<file path="src/rtl/mdu_sequencer.sv">
// mdu_sequencer: multi-cycle unsigned MUL/MULHU/DIVU/REMU controller sharing the datapath ALU
//   i_clk, i_rst_n (async active-low)     clock and reset
//   i_start, i_op, i_operand_a/b           request, op (00 MUL 01 MULHU 10 DIVU 11 REMU), operands
//   o_busy, o_done, o_result               status, one-cycle done pulse, held result
//   o_alu_src_a/b, o_alu_control           drive the shared ALU, i_alu_out is its combinational result
module mdu_sequencer #(
    parameter int         WIDTH   = 32,
    parameter logic [2:0] ALU_ADD = 3'b000,
    parameter logic [2:0] ALU_SUB = 3'b001
) (
    input  logic             i_clk,
    input  logic             i_rst_n,
    input  logic             i_start,
    input  logic [1:0]       i_op,
    input  logic [WIDTH-1:0] i_operand_a,
    input  logic [WIDTH-1:0] i_operand_b,
    output logic             o_busy,
    output logic             o_done,
    output logic [WIDTH-1:0] o_result,
    output logic [WIDTH-1:0] o_alu_src_a,
    output logic [WIDTH-1:0] o_alu_src_b,
    output logic [2:0]       o_alu_control,
    input  logic [WIDTH-1:0] i_alu_out
);
    localparam logic [1:0] S_IDLE = 2'd0, S_RUN = 2'd1, S_DONE = 2'd2;
    // r_hi/r_lo hold {hi,lo} for multiply and {r,q} for divide; r_m is multiplicand or divisor
    logic [1:0]       r_state, r_op;
    logic [WIDTH-1:0] r_hi, r_lo, r_m, r_result;
    logic [4:0]       r_cnt;
    logic             w_run, w_mul, w_carry, w_ge, w_dz;
    logic [WIDTH-1:0] w_sum, w_shl, w_hi_nx, w_lo_nx;
    assign w_run   = r_state == S_RUN;
    assign w_mul   = ~r_op[1];
    assign w_shl   = {r_hi[WIDTH-2:0], r_lo[WIDTH-1]};
    assign w_sum   = r_lo[0] ? i_alu_out : r_hi;
    // a 32-bit add overflowed exactly when the sum wrapped below an operand
    assign w_carry = r_lo[0] & (i_alu_out < r_hi);
    // r_hi[31] is the 33rd bit of the shifted remainder, so the subtract always fits
    assign w_ge    = r_hi[WIDTH-1] | (w_shl >= r_m);
    assign w_hi_nx = w_mul ? {w_carry, w_sum[WIDTH-1:1]} : (w_ge ? i_alu_out : w_shl);
    assign w_lo_nx = w_mul ? {w_sum[0], r_lo[WIDTH-1:1]} : {r_lo[WIDTH-2:0], w_ge};
    assign w_dz    = i_op[1] & (i_operand_b == '0);
    assign o_busy        = r_state != S_IDLE;
    assign o_done        = r_state == S_DONE;
    assign o_result      = r_result;
    assign o_alu_src_a   = w_run ? (w_mul ? r_hi : w_shl) : '0;
    assign o_alu_src_b   = w_run ? r_m : '0;
    assign o_alu_control = (w_run && !w_mul) ? ALU_SUB : ALU_ADD;
    always_ff @(posedge i_clk or negedge i_rst_n) begin
        if (!i_rst_n) begin
            r_state  <= S_IDLE;
            r_op     <= '0;
            r_hi     <= '0;
            r_lo     <= '0;
            r_m      <= '0;
            r_cnt    <= '0;
            r_result <= '0;
        end else begin
            case (r_state)
                S_IDLE: if (i_start) begin
                    r_op    <= i_op;
                    r_hi    <= '0;
                    r_lo    <= i_op[1] ? i_operand_a : i_operand_b;
                    r_m     <= i_op[1] ? i_operand_b : i_operand_a;
                    r_cnt   <= '0;
                    r_state <= w_dz ? S_DONE : S_RUN;
                    // divide by zero skips the ALU: quotient all ones, remainder is the dividend
                    if (w_dz) r_result <= i_op[0] ? i_operand_a : '1;
                end
                S_RUN: begin
                    r_hi  <= w_hi_nx;
                    r_lo  <= w_lo_nx;
                    r_cnt <= r_cnt + 5'd1;
                    if (r_cnt == 5'd31) begin
                        r_state  <= S_DONE;
                        r_result <= r_op[0] ? w_hi_nx : w_lo_nx;
                    end
                end
                default: r_state <= S_IDLE;
            endcase
        end
    end
endmodule

</file>
<file path="config.mk">
export PLATFORM = sky130hd
export DESIGN_NAME = mdu_sequencer
export DESIGN_NICKNAME = d
export VERILOG_FILES = /design/src/rtl/mdu_sequencer.sv
export SDC_FILE = /design/constraint.sdc
export NUM_CORES = 1
export LEC_CHECK = 0
export ABC_AREA = 1
export BUFFER_PORTS_ARGS = -buffer_cell sky130_fd_sc_hd__buf_2
export CORE_MARGIN = 2
export CORE_UTILIZATION = 62
export DETAILED_ROUTE_END_ITERATION = 12
export MAX_ROUTING_LAYER = met4
export PLACE_DENSITY_LB_ADDON = 0.2
export SLEW_MARGIN = 20
export SYNTH_ARGS = -nofsm -noshare
export SYNTH_HDL_FRONTEND = slang
export SYNTH_SLANG_ARGS = --single-unit
export TNS_END_PERCENT = 5
</file>
<file path="constraint.sdc">
create_clock -name i_clk -period 3.6 [get_ports i_clk]
set_input_delay 0.36 -clock i_clk [delete_from_list [all_inputs] [get_ports i_clk]]
set_output_delay 0.36 -clock i_clk [all_outputs]
set_load 0.01 [all_outputs]
</file>
# [Word-level counts from Yosys, hierarchy flattened]
# Cells that the tools add are included.
[totals] mem_bits_rw=0 n_memories=0 latch_bits=0 output_inout_bits=101 romBits=0 ff_bits=137 input_bits=101
[classes] n_shift=0 n_eq_ne=6 addsub=1 mul=0 n_div=0 n_lt_le_gt_ge=2 mux=26 n_reduce_logical=9 n_bitwise=3
[ops] cell="two-way mux 32 bit" n=16
[ops] cell="case mux 32 bit (2 select lines)" n=3
[ops] cell=">= comparator 32 bit" n=1
[ops] cell="logical NOT 32 bit" n=1
[ops] cell="less-than comparator 32 bit" n=1
[ops] cell="case mux 5 bit (2 select lines)" n=1
[ops] cell="two-way mux 2 bit" n=3
[ops] cell="AND reduction 2 bit" n=3
[ops] cell="adder 5 x 1 -> 5 bit, second input constant" n=1
[ops] cell="== test 5 bit, second input constant" n=1
[ops] cell="two-way mux 5 bit" n=1
[ops] cell="!= test 2 bit, second input constant" n=2
[ops] cell="case mux 2 bit (2 select lines)" n=1
[ops] cell="AND reduction 4 bit" n=1
[ops] cell="nonzero test 2 bit" n=2
[ops] cell="bitwise AND 1 bit" n=2
[ops] cell="== test 2 x 1 -> 1 bit, second input constant" n=1
[ops] cell="== test 2 bit, second input constant" n=1
[ops] cell="logical NOT 2 bit" n=1
[ops] cell="!= test 2 x 1 -> 1 bit, second input constant" n=1
[ops] cell="logical AND 1 bit" n=1
[ops] cell="two-way mux 1 bit" n=1
[ops] cell="OR 1 bit" n=1

# [Longest topological paths before layout]
[depth] ltp_word=7 mapped_depth=19 depth_no_buf=18

# [Worst setup path after synthesis]
# No wires, ideal clock.
[synth_timing] path_type="flip-flop to flip-flop" from="register r_hi[30]" to="register r_result[27], in the netlist o_result[27]" arrival_ps=1840 period_less_slack_ps=1962 path_slack_ps=1638 path_stages_with_launch=11 required_ps=3478 path_buffers=1 cell_sequence="dfrtp_1 -> ha_1 -> a211o_1 -> nand3b_4 -> nor2_8 -> buf_2 -> nand3_1 -> nand3_2 -> nand3_1 -> nand2_1 -> a21oi_2"
[synth_between] elab_chain_cells=7
[synth_rtl] element="start, declared" line_no="28" rtl="logic [WIDTH-1:0] r_hi, r_lo, r_m, r_result;"
[synth_rtl] element="start signal, assigned" line_no="71" rtl="r_hi <= w_hi_nx;"
[synth_rtl] element=">= comparator 32 bit" line_no="39" rtl="assign w_ge = r_hi[WIDTH-1] | (w_shl >= r_m);"
[synth_rtl] element="OR 1 bit" line_no="39"
[synth_rtl] element="two-way mux 32 bit (2 in series)" line_no="40" rtl="assign w_hi_nx = w_mul ? {w_carry, w_sum[WIDTH-1:1]} : (w_ge ? i_alu_out : w_shl);"
[synth_rtl] element="two-way mux 32 bit" line_no="76" rtl="r_result <= r_op[0] ? w_hi_nx : w_lo_nx;"
[synth_rtl] element="two-way mux 32 bit" line_no="74" rtl="if (r_cnt == 5'd31) begin"
[synth_rtl] element="case mux 32 bit (2 select lines)" line_no="59" rtl="case (r_state)"
[synth_rtl] element="end signal, assigned" line_no="68" rtl="if (w_dz) r_result <= i_op[0] ? i_operand_a : '1;"
[synth_rtl] element="end signal, assigned" line_no="76"
[synth_rtl] element="end, declared" line_no="28"
# Every way passes these cells. The select of a mux whose other input is x is not followed.
# A chain may end at the register's enable or synchronous reset.

# [Final worst setup path]
[layout_timing] from="register r_state[0]" to="output o_alu_src_a[2]"
[layout_between] elab_chain_cells=2
[layout_rtl] element="start, declared" line_no="27" rtl="logic [1:0] r_state, r_op;"
[layout_rtl] element="start signal, assigned" line_no="66" rtl="r_state <= w_dz ? S_DONE : S_RUN;"
[layout_rtl] element="== test 2 x 1 -> 1 bit" line_no="32" rtl="assign w_run = r_state == S_RUN;"
[layout_rtl] element="two-way mux 32 bit" line_no="46" rtl="assign o_alu_src_a = w_run ? (w_mul ? r_hi : w_shl) : '0;"
[layout_rtl] element="end, declared" line_no="20" rtl="output logic [WIDTH-1:0] o_alu_src_a,"
# Every way passes these cells.

==> flow_summary.ini <==
[final_layout]
drive_above_1_share_pct = 22.7
area_growth_pct = 13.7
final_cells = 1945
finalNetCount = 1869
fin_util_pct = 71.1
antenna_cells = 0

[clock_tree]
clock_latency_ns = 0.44
cts_max_level = 4
clock_sinks = 137
cts_tree = done
cts_setup_buffers = 0
cts_buffers = 17
cts.clk_slew.worst_paths_ns = 0.06
cts_hold_buf = 0
cts-root-buf = clkbuf_16
clockBufferDepth = 2
cts_resized = 0

[placement]
dpl.cell_count = 1913
pre_cts_ws_ns = 0.834
gp_congestion = 0.952
port_buffers = 199
dp_hpwl_mm = 25.1

[synthesis]
yosysUniqueCellTypes = 49
synthSimpleGateAreaFrac_pct = 26.8
synth.avg_cell_area_um2 = 7.12
synthAdderAreaFrac_pct = 7.29
synth_area_um2 = 11200
yosys_warnings = 0
syn-instance-count = 1567
ys_seq_area_share_pct = 30.7
synth-compound-area-share_pct = 23.3
synth_xor_area_share_pct = 0.0785
synthMuxAreaShare_pct = 0.0897
synth_top_family_by_area = simple AND/OR/NAND/NOR gates
synth_seq_cells = 137

[detailed_routing]
via_count = 11546
drtIter0Drc = 1114
drc = 0
wirelength_mm = 35.7
final_antenna_net_count = 0
wire_per_inst_um = 18.4
dr.pass1.iters = 6
vias_per_cell = 5.94

[grt]
antenna_found_initial = 0
grt_pass1_vias = 10744
grt_max_degree = 110
grt_pass1_wl_mm = 56.8
grt.overflow.total = 0
grt_use_total_pct = 38.3

[timing]
tightest_slew_ns = 0.983
clock_skew_ns = 0.0112
fin_crit_ns = 2.88
finalCritPeriodShare_pct = 80.1
fmax_mhz = 347
rsz0062_at_grt = false
timing.setup.tns_ns = 0
setup_viol = 0
finalHoldViolCount = 8
worst_slack_ns = 0.718
slew_headroom_pct = 34.5
final_max_slew_viol_count = 0
whs_ns = -0.0495

[power_and_ir_drop]
powerDensity_nw_per_um2 = 1050
p_leak_nw = 6.62
max-vdd-ir-drop_v = 0.000618
total_power_mw = 13.3

[floorplan]
core_um2 = 17800
fp-row-count = 49
start_util_pct = 62.6
dieWidth_um = 138
die-area_um2 = 19100
dieHeight_um = 138
ioPinCount = 202

[flow_run]
drv_cap = 0

[worst_setup_path]
slowest_stage = nor2_4
worstPathRequired_ns = 3.24
reg2reg_slack_ns = 0.79
rr_startpoint = r_hi[22]$_DFFE_PN0P_
crit_path_start_kind = flip-flop
reg2reg_depth = 13
crit_arrival_ns = 2.52
end_kind = output pin
crit_fanout = 109
critPathMaxStageDelay_ns = 0.47
cp_cell_sequence = inv_1 > nor2_4 > buf_12 > o21ai_0 > a21oi_1 > buf_2
rr_endpoint = o_result[11]$_DFFE_PN0P_
critPathKind = reg2out

[run_status]
failed_checks = hold timing
status = complete, but fails checks

[worst_hold_path]
hp-class = in2async
==> final cells by class <==
| cell class | instances | area (µm²) |
|---|---|---|
| clock buffers | 18 | 439 |
| clock inverters | 14 | 113 |
| fillers | 1553 | 5150 |
| inverters | 201 | 754 |
| well taps | 229 | 287 |
| flip-flops and latches | 137 | 3430 |
| multi-input cells | 1123 | 6450 |
| repair buffers | 223 | 1220 |
==> layer usage <==
layer | up-vias | global-route usage (%) | part of all wire [%]
met4 | 0 | 20.1 | 5.3
li1 | 5450 | - | -
met1 | 5386 | 48.8 | 40
met2 | 596 | 59.5 | 47
met3 | 114 | 5.68 | 7.7
met5 | - | - | 0
==> cell usage after synthesis, drive strengths merged <==
cell / number / area share [%]
o221ai: 7 / 0.55
a32o: 17 / 1.5
nand3: 105 / 6.6
o21bai: 1 / 0.10
ha: 65 / 7.3
nor4: 7 / 0.39
xor2: 1 / 0.078
nand4: 6 / 0.34
a21oi: 174 / 8.9
and3: 2 / 0.11
mux2i: 1 / 0.090
a211o: 1 / 0.078
nor3: 1 / 0.045
nor2: 95 / 3.4
a22o: 2 / 0.16
o21ai: 189 / 8.5
a31oi: 1 / 0.056
a21o: 4 / 0.27
nand2: 391 / 16
o31ai: 1 / 0.067
inv: 201 / 6.8
o211a: 4 / 0.36
o22ai: 2 / 0.11
nor3b: 1 / 0.11
conb: 1 / 0.034
o211ai: 37 / 2.5
nand3b: 1 / 0.18
dlygate4sd1: 1 / 0.078
dlygate4sd3: 1 / 0.090
o21a: 3 / 0.20
clkbuf: 56 / 2.0
buf: 49 / 2.7
or2: 2 / 0.11
dfrtp: 137 / 31
==> kinds of logic after synthesis <==
logic type | Yosys count
simple gates | 611
compound gates | 443
buf+inv | 308
flops | 137
fa+ha+maj | 65
other cells | 1
xor+xnor | 1
mux | 1
==> flip-flops by register name, indices dropped and copies added, names as in the netlist <==
register  flops
r_hi         32
r_m          32
r_op          2
o_result     32
r_cnt         5
r_state       2
r_lo         32
==> cell usage in the layout, fill, tap and decap left out, types with 2 or more instances in the layout <==
cell        synthesis  routed
a21o_1              4       4
a21oi_1           143     143
a21oi_2            30      30
a22o_1              2       2
a32o_1             17      17
and3_1              2       2
buf_12              3       3
buf_2              28     198
buf_4               3      21
clkbuf_16           0      17
clkinv_2            0       2
clkinv_4            0       3
clkinvlp_4          0       2
conb_1              1       2
dfrtp_1           137     136
ha_1               65      65
inv_1             197     196
inv_2               4       5
inv_6               0       7
nand2_1           346     346
nand2_2            14      14
nand2_4            31      31
nand3_1            63      63
nand3_2            42      42
nand4_1             6       6
nor2_1             92      90
nor2_2              2       3
nor4_1              7       7
o211a_1             4       4
o211ai_1           37      37
o21a_1              3       3
o21ai_0           157     157
o21ai_1            32      32
o221ai_1            7       7
o22ai_1             2       2
or2_2               2       2
==> worst max-delay path, delay by kind of cell (launching register included) <==
family | cells | cell delay, ns
compound gates | 2 | 0.46
buf+inv | 3 | 0.71
simple gates | 1 | 0.47
flops | 1 | 0.37
==> stage by stage <==
step,hold slack [ns],area (µm²)
global route,0.0204,12700
detailed placement,0.465,12100
floorplan,0.0644,11200
global placement,0.462,12100
finish,-0.0495,12700
CTS,0.00867,12700
==> worst max-delay path by stage <==
stage | from | to | slack [ns] | cells after the start
final | r_state[0]$_DFFE_PN0P_ | o_alu_src_a[2] | 0.72 | 6
after global placement | r_hi[20]$_DFFE_PN0P_ | o_result[10]$_DFFE_PN0P_ | 0.90 | 13
after CTS | r_state[0]$_DFFE_PN0P_ | o_alu_src_a[0] | 0.80 | 6
after global routing | r_state[0]$_DFFE_PN0P_ | o_alu_src_a[29] | 0.59 | 6
after floorplan | r_hi[30]$_DFFE_PN0P_ | o_result[27]$_DFFE_PN0P_ | 1.64 | 10
after detailed placement | r_hi[20]$_DFFE_PN0P_ | o_result[11]$_DFFE_PN0P_ | 0.83 | 13
==> report_power, final <==
| part | total, mW | leakage, nW | internal, mW | switching (mW) |
|---|---|---|---|---|
| combinational | 8.65 | 4.76 | 3.06 | 5.59 |
| clock | 1.68 | 0.269 | 0.914 | 0.770 |
| sequential | 3.00 | 1.60 | 2.32 | 0.672 |
| total | 13.3 | 6.62 | 6.30 | 7.03 |
No activity file was read; power rests on OpenSTA's default activity.
